[src/rtl/cache_fill_fsm_if.sv]
// rtl/cache_fill_fsm_if.sv - miss/fill handshake bundle between the cache pipeline, RAM controller and fill FSM
//
// Signals:
//   miss_detected      pipeline -> fsm  lookup missed this cycle
//   miss_address[15:0] pipeline -> fsm  byte address of the missing access
//   memory_data_valid  ram -> fsm       requested word is returned this cycle
//   cache_miss         fsm -> ram       read request, held until data valid
//   memory_address     fsm -> ram       byte address of the requested word
//   fsm_busy           fsm -> pipeline  stall while a fill is in progress
//   write_data_array   fsm -> cache     write returned word into data array
//   data_word_index    fsm -> cache     word slot within the block
//   write_tag_array    fsm -> cache     write tag/valid for the filled block
//   fill_block_address fsm -> cache     latched block base address
// Modports: master = fill FSM, slave = surrounding cache/RAM logic.
interface cache_fill_fsm_if #(
  parameter int WORD_BITS = 3
);
  logic                 miss_detected;
  logic [15:0]          miss_address;
  logic                 memory_data_valid;
  logic                 cache_miss;
  logic [15:0]          memory_address;
  logic                 fsm_busy;
  logic                 write_data_array;
  logic [WORD_BITS-1:0] data_word_index;
  logic                 write_tag_array;
  logic [15:0]          fill_block_address;

  modport master (
    input  miss_detected, miss_address, memory_data_valid,
    output cache_miss, memory_address, fsm_busy, write_data_array,
           data_word_index, write_tag_array, fill_block_address
  );

  modport slave (
    output miss_detected, miss_address, memory_data_valid,
    input  cache_miss, memory_address, fsm_busy, write_data_array,
           data_word_index, write_tag_array, fill_block_address
  );
endinterface

[src/rtl/cache_fill_fsm.sv]
// rtl/cache_fill_fsm.sv - cache line fill sequencer: fetches a block word by word, then writes its tag
//
// Ports:
//   clk    system clock, rising edge
//   rst_n  asynchronous active-low reset; aborts any fill in progress
//   bus    cache_fill_fsm_if.master (see interface file for signal list)
// Parameter:
//   WORD_BITS  log2 of 16-bit words per block (block = 2^(WORD_BITS+1) bytes)
module cache_fill_fsm #(
  parameter int WORD_BITS = 3
) (
  input  logic                    clk,
  input  logic                    rst_n,
  cache_fill_fsm_if.master        bus
);

  localparam logic [1:0] S_IDLE = 2'd0;
  localparam logic [1:0] S_FILL = 2'd1;
  localparam logic [1:0] S_TAG  = 2'd2;

  // Byte-offset bits within a block; cleared when latching the base so the
  // per-word address add can never carry past the block boundary.
  localparam logic [15:0] OFFSET_MASK = 16'((32'd1 << (WORD_BITS + 1)) - 32'd1);
  localparam logic [WORD_BITS-1:0] LAST_WORD = {WORD_BITS{1'b1}};

  logic [1:0]           state;
  logic [WORD_BITS-1:0] counter;
  logic [15:0]          base;

  logic in_fill;
  logic in_tag;
  logic in_idle;
  logic word_done;
  logic [15:0] word_offset;

  assign in_fill   = (state == S_FILL);
  assign in_tag    = (state == S_TAG);
  // Unused encoding 2'd3 falls into idle behaviour.
  assign in_idle   = !(in_fill || in_tag);
  assign word_done = in_fill && bus.memory_data_valid;
  assign word_offset = 16'({counter, 1'b0});

  always_ff @(posedge clk or negedge rst_n) begin
    if (!rst_n) begin
      state   <= S_IDLE;
      counter <= '0;
      base    <= 16'h0000;
    end else begin
      case (state)
        S_FILL: begin
          if (bus.memory_data_valid) begin
            if (counter == LAST_WORD) begin
              state <= S_TAG;
            end else begin
              counter <= counter + 1'b1;
            end
          end
        end
        S_TAG: begin
          state <= S_IDLE;
        end
        default: begin
          if (bus.miss_detected) begin
            base    <= bus.miss_address & ~OFFSET_MASK;
            counter <= '0;
            state   <= S_FILL;
          end else begin
            state <= S_IDLE;
          end
        end
      endcase
    end
  end

  assign bus.cache_miss         = in_fill;
  assign bus.memory_address     = in_fill ? (base + word_offset) : 16'h0000;
  // Stall must rise in the miss cycle itself, before the state register moves.
  assign bus.fsm_busy           = !in_idle || bus.miss_detected;
  assign bus.write_data_array   = word_done;
  assign bus.data_word_index    = word_done ? counter : '0;
  assign bus.write_tag_array    = in_tag;
  assign bus.fill_block_address = in_idle ? 16'h0000 : base;

endmodule
[src/flat_wrapper.sv]
// flat-port wrapper written by rule: the top's interface ports become plain ports
module cache_fill_fsm_flat 
#(
  parameter int WORD_BITS = 3
)
  (clk, rst_n, bus_miss_detected, bus_miss_address, bus_memory_data_valid, bus_cache_miss, bus_memory_address, bus_fsm_busy, bus_write_data_array, bus_data_word_index, bus_write_tag_array, bus_fill_block_address);
  cache_fill_fsm_if #(.WORD_BITS(WORD_BITS)) bus_i ();
  input  logic clk;
  input  logic rst_n;
  input wire logic [$bits(bus_i.miss_detected)-1:0] bus_miss_detected;
  input wire logic [$bits(bus_i.miss_address)-1:0] bus_miss_address;
  input wire logic [$bits(bus_i.memory_data_valid)-1:0] bus_memory_data_valid;
  output wire logic [$bits(bus_i.cache_miss)-1:0] bus_cache_miss;
  output wire logic [$bits(bus_i.memory_address)-1:0] bus_memory_address;
  output wire logic [$bits(bus_i.fsm_busy)-1:0] bus_fsm_busy;
  output wire logic [$bits(bus_i.write_data_array)-1:0] bus_write_data_array;
  output wire logic [$bits(bus_i.data_word_index)-1:0] bus_data_word_index;
  output wire logic [$bits(bus_i.write_tag_array)-1:0] bus_write_tag_array;
  output wire logic [$bits(bus_i.fill_block_address)-1:0] bus_fill_block_address;
  assign bus_i.miss_detected = bus_miss_detected;
  assign bus_i.miss_address = bus_miss_address;
  assign bus_i.memory_data_valid = bus_memory_data_valid;
  assign bus_cache_miss = bus_i.cache_miss;
  assign bus_memory_address = bus_i.memory_address;
  assign bus_fsm_busy = bus_i.fsm_busy;
  assign bus_write_data_array = bus_i.write_data_array;
  assign bus_data_word_index = bus_i.data_word_index;
  assign bus_write_tag_array = bus_i.write_tag_array;
  assign bus_fill_block_address = bus_i.fill_block_address;
  cache_fill_fsm #(.WORD_BITS(WORD_BITS)) u_core (.clk(clk), .rst_n(rst_n), .bus(bus_i));
endmodule
[config.mk]
export PLATFORM = sky130hd
export DESIGN_NAME = cache_fill_fsm_flat
export DESIGN_NICKNAME = d
export VERILOG_FILES = /design/src/rtl/cache_fill_fsm_if.sv /design/src/rtl/cache_fill_fsm.sv /design/src/flat_wrapper.sv
export SDC_FILE = /design/constraint.sdc
export NUM_CORES = 1
export LEC_CHECK = 0
export BUFFER_PORTS_ARGS = -buffer_cell sky130_fd_sc_hd__buf_2
export CAP_MARGIN = 20
export CORE_MARGIN = 5
export CORE_UTILIZATION = 42
export DETAILED_ROUTE_END_ITERATION = 8
export GPL_TIMING_DRIVEN = 0
export PLACE_DENSITY = 0.89
export RECOVER_POWER = 100
export SLEW_MARGIN = 40
export SYNTH_ARGS = -nofsm -noshare
export SYNTH_HDL_FRONTEND = slang
export SYNTH_SLANG_ARGS = --single-unit
[constraint.sdc]
create_clock -name clk -period 1.85 [get_ports clk]
set_input_delay 0.2775 -clock clk [delete_from_list [all_inputs] [get_ports clk]]
set_output_delay 0.2775 -clock clk [all_outputs]
set_load 0.01 [all_outputs]
==> results by group <==
Timing
  • Final period utilization: 94.7%
  • Setup TNS: 0 ns
  • Worst Slack Setup Final: 0.0987 ns
  • Relative slew slack: 38.5%
  • Highest clock rate: 571 MHz
  • Setup Skew: 0.00396 ns
  • Measured slew at the worst slew-check pin: 0.923 ns
  • Max-slew violations: 0
  • Final Hold Viols: 0
  • Unrepaired setup endpoints after global routing: no
  • Final setup viols: 0
  • Final worst path period need: 1.75 ns

Clock network
  • CTS tree: yes
  • Max Buffers Root-to-Sink: 2
  • Cts bufs inserted: 3
  • Clock transition at path regs: 0.09 ns
  • Clock tree sinks: 17
  • Clk Latency, worst-skew pair: 0.28 ns
  • Root Driver: clkbuf_4
  • # H-tree levels: 1

Logic synthesis
  • Synth warn: 0
  • Largest family of logic cells by synthesized area: simple AND/OR/NAND/NOR gates
  • Post-synthesis mux area share: 15.9%
  • Syn Inst Count: 89
  • Register area share after synthesis: 42.9%
  • Synthesis-stage register bit count: 17
  • Post-Synth Simple-Gate Area: 24.3%
  • Netlist Area Pre-Place: 992 sq um
  • Post-synthesis compound-gate area fraction: 3.28%
  • Synth Area per Inst: 11.1 sq um
  • Adder-cell share of the synthesized area: 6.31%
  • Synth unique cells: 23
  • Xor-xnor portion of the synthesized cell area: 0%

Hold path
  • Hold Path End: u_core.base[15]
  • Worst hold stages: 2
  • Hold_sp: bus_miss_address[15]
  • Hold WC Path Type: in2reg

Route
  • Initial DRT Pass Iterations: 4
  • WL/cell: 13.2 um
  • Vias: 833
  • WL final: 2.35 mm
  • Post-DRT Antenna Nets: 0
  • Drc violations: 0
  • Vias per std cell: 4.68
  • Starting DRT DRC Count: 4

Power
  • Fraction of power consumed by sequential logic: 31.4%
  • Leak: 0.000693 uW
  • Pwr Total: 2130 uW
  • Maximum vdd drop: 1.15 mV
  • Internal Power: 1270 uW
  • Clock Power Share: 8.8%
  • Combinational power share: 59.8%
  • Switching power: 856 uW
  • Net Sw Frac: 40.2%
  • Pwr/cell area: 1560 nW/um^2

Finish
  • ANT cells: 0
  • Layout area overhead: 37.1%
  • Commonest non-fill, non-tap cell in the layout: buf_2
  • Commonest non-fill, non-tap cells in the layout: buf_2 (24), clkbuf_1 (17), dfrtp_1 (16)
  • Layout cells sized above 1: 49.3%
  • Fin area: 1360 sq um
  • Nets: 176

Critical path
  • CP startpoint kind: flip-flop
  • Crit Path Category: reg2out
  • Reg-to-reg critical path endpoint: u_core.base[8]
  • R2r setup slk: 0.16 ns
  • CP arrival: 1.47 ns
  • Slowest CP cell: dfrtp_1
  • R2R cell count: 5
  • Most used cell, CP: buf_4
  • Worst setup EP type: output port
  • Crit-path max cell delay: 0.39 ns
  • Required time worst endpoint: 1.57 ns
  • CP max FO: 10
  • Critical path cell sequence: buf_4 -> ha_4 -> buf_4 -> nor2b_1 -> clkbuf_2
  • Worst r2r src: u_core.state[1]

Floorplanning
  • Chip width: 58.6 um
  • Initial core utilization: 44.4%
  • Die Span Y: 58.6 um
  • Ports: 59
  • Die area: 3430 sq um
  • Num rows: 17
  • Area of the core: 2230 sq um

Placement
  • Port Buf Inserts: 49
  • DP HPWL: 1.88 mm
  • Cell Area, Placed: 1290 sq um
  • Placer Congestion: 0.728
  • Dpl ws: 0.0250 ns

GRT
  • Antenna violations before repair: 0
  • Vias in the first global route: 911
  • Global-route wire length before repair: 3.88 mm
  • Total GRT Usage: 14.5%
  • Largest net degree at the start of global routing: 18
  • Congestion Overflow GR: 0

Flow run
  • MaxCap Viol Count: 0

Outcome
  • Status: complete, no violations
power by group through the flow:
stage	sequential, uW	clock [uW]	combinational [uW]
after floorplan	628	0	792
after global placement	646	0	1160
after detailed placement	673	0	1200
after CTS	662	199	1290
after global routing	693	226	1410
final	667	188	1270
worst max-delay path by stage:
stage	startpoint	to	slack (ns)	cells after the start
after floorplan	u_core.state[1]	bus_memory_address[15]	0.33	5
after global placement	u_core.state[1]	bus_write_data_array	0.08	6
after detailed placement	u_core.state[1]	bus_write_data_array	0.02	6
after CTS	u_core.state[0]	bus_fill_block_address[7]	0.006	5
after global routing	u_core.state[1]	bus_fill_block_address[11]	0.004	5
final	u_core.state[1]	bus_fill_block_address[9]	0.1	5
Yosys cell counts:
| cell | n | area share (%) |
|---|---|---|
| nor2b_1 | 11 | 6.9 |
| a22o_2 | 2 | 2.0 |
| nor2_1 | 1 | 0.38 |
| ha_1 | 5 | 6.3 |
| nor3b_1 | 1 | 0.76 |
| and2_1 | 15 | 9.5 |
| conb_1 | 1 | 0.38 |
| mux2_2 | 14 | 16 |
| inv_1 | 2 | 0.76 |
| o21ai_0 | 1 | 0.50 |
| buf_6 | 1 | 1.1 |
| nand2_2 | 1 | 0.63 |
| buf_2 | 1 | 0.50 |
| buf_4 | 5 | 3.8 |
| dfrtp_1 | 17 | 43 |
| and2_2 | 1 | 0.76 |
| and2b_1 | 1 | 0.76 |
| a21boi_0 | 1 | 0.76 |
| and4bb_2 | 1 | 1.3 |
| nand2_1 | 1 | 0.38 |
| and3_2 | 3 | 2.3 |
| or2b_1 | 1 | 0.76 |
| clkbuf_1 | 2 | 0.76 |
stage by stage:
step                cells  hold slack, ns  util (%)
floorplan              93         -0.0181         -
global placement      170           0.209      57.6
detailed placement    170           0.217      57.6
CTS                   176           0.216      61.0
global route          178           0.193      60.9
finish                178           0.224      60.9
cell type report:
cell class                 count  area [sq um]
clock buffer                   3          22.5
tap                           28          35.0
buffer                         8          61.3
fill                         217           873
inverter                       2          7.51
clock inverter                 1          5.00
timing repair buffer          54           264
multi-input combinational     65           538
sequential                    17           427
registers in the layout, indices dropped and copies added, names as in the netlist:
signal,flops
u_core.base,12
u_core.counter,3
u_core.state,2
worst max-delay path: cells and delay by family (launching register included):
family,cells,cell delay [ns]
adders and majority gates,1,0.22
buffers and inverters,3,0.46
and+or+nand+nor,1,0.12
DFF,1,0.39
what timing repair did:
action	in CTS	in global routing
buffers inserted	1	3
setup endpoints to repair	20	21
hold buffers	1	0
hold endpoints to repair	17	0
gates resized for setup	9	7
pin swaps	0	1
kinds of logic (layout without fill, tap and decap cells):
group           Yosys count  after routing
simple gates             37             37
fa+ha+maj                 5              5
other cells               1              5
flops                    17             17
compound gates            4              4
buf+inv                  11             68
mux                      14             14
per-layer routing:
layer	vias to the layer above	track usage (%)	routed length [um]
li1	402	-	-
met1	389	15.1	858
met2	40	26.3	1170
met4	0	2.91	10
met3	2	7.24	318
met5	-	0	0
Power figures use the tool's default switching activity.
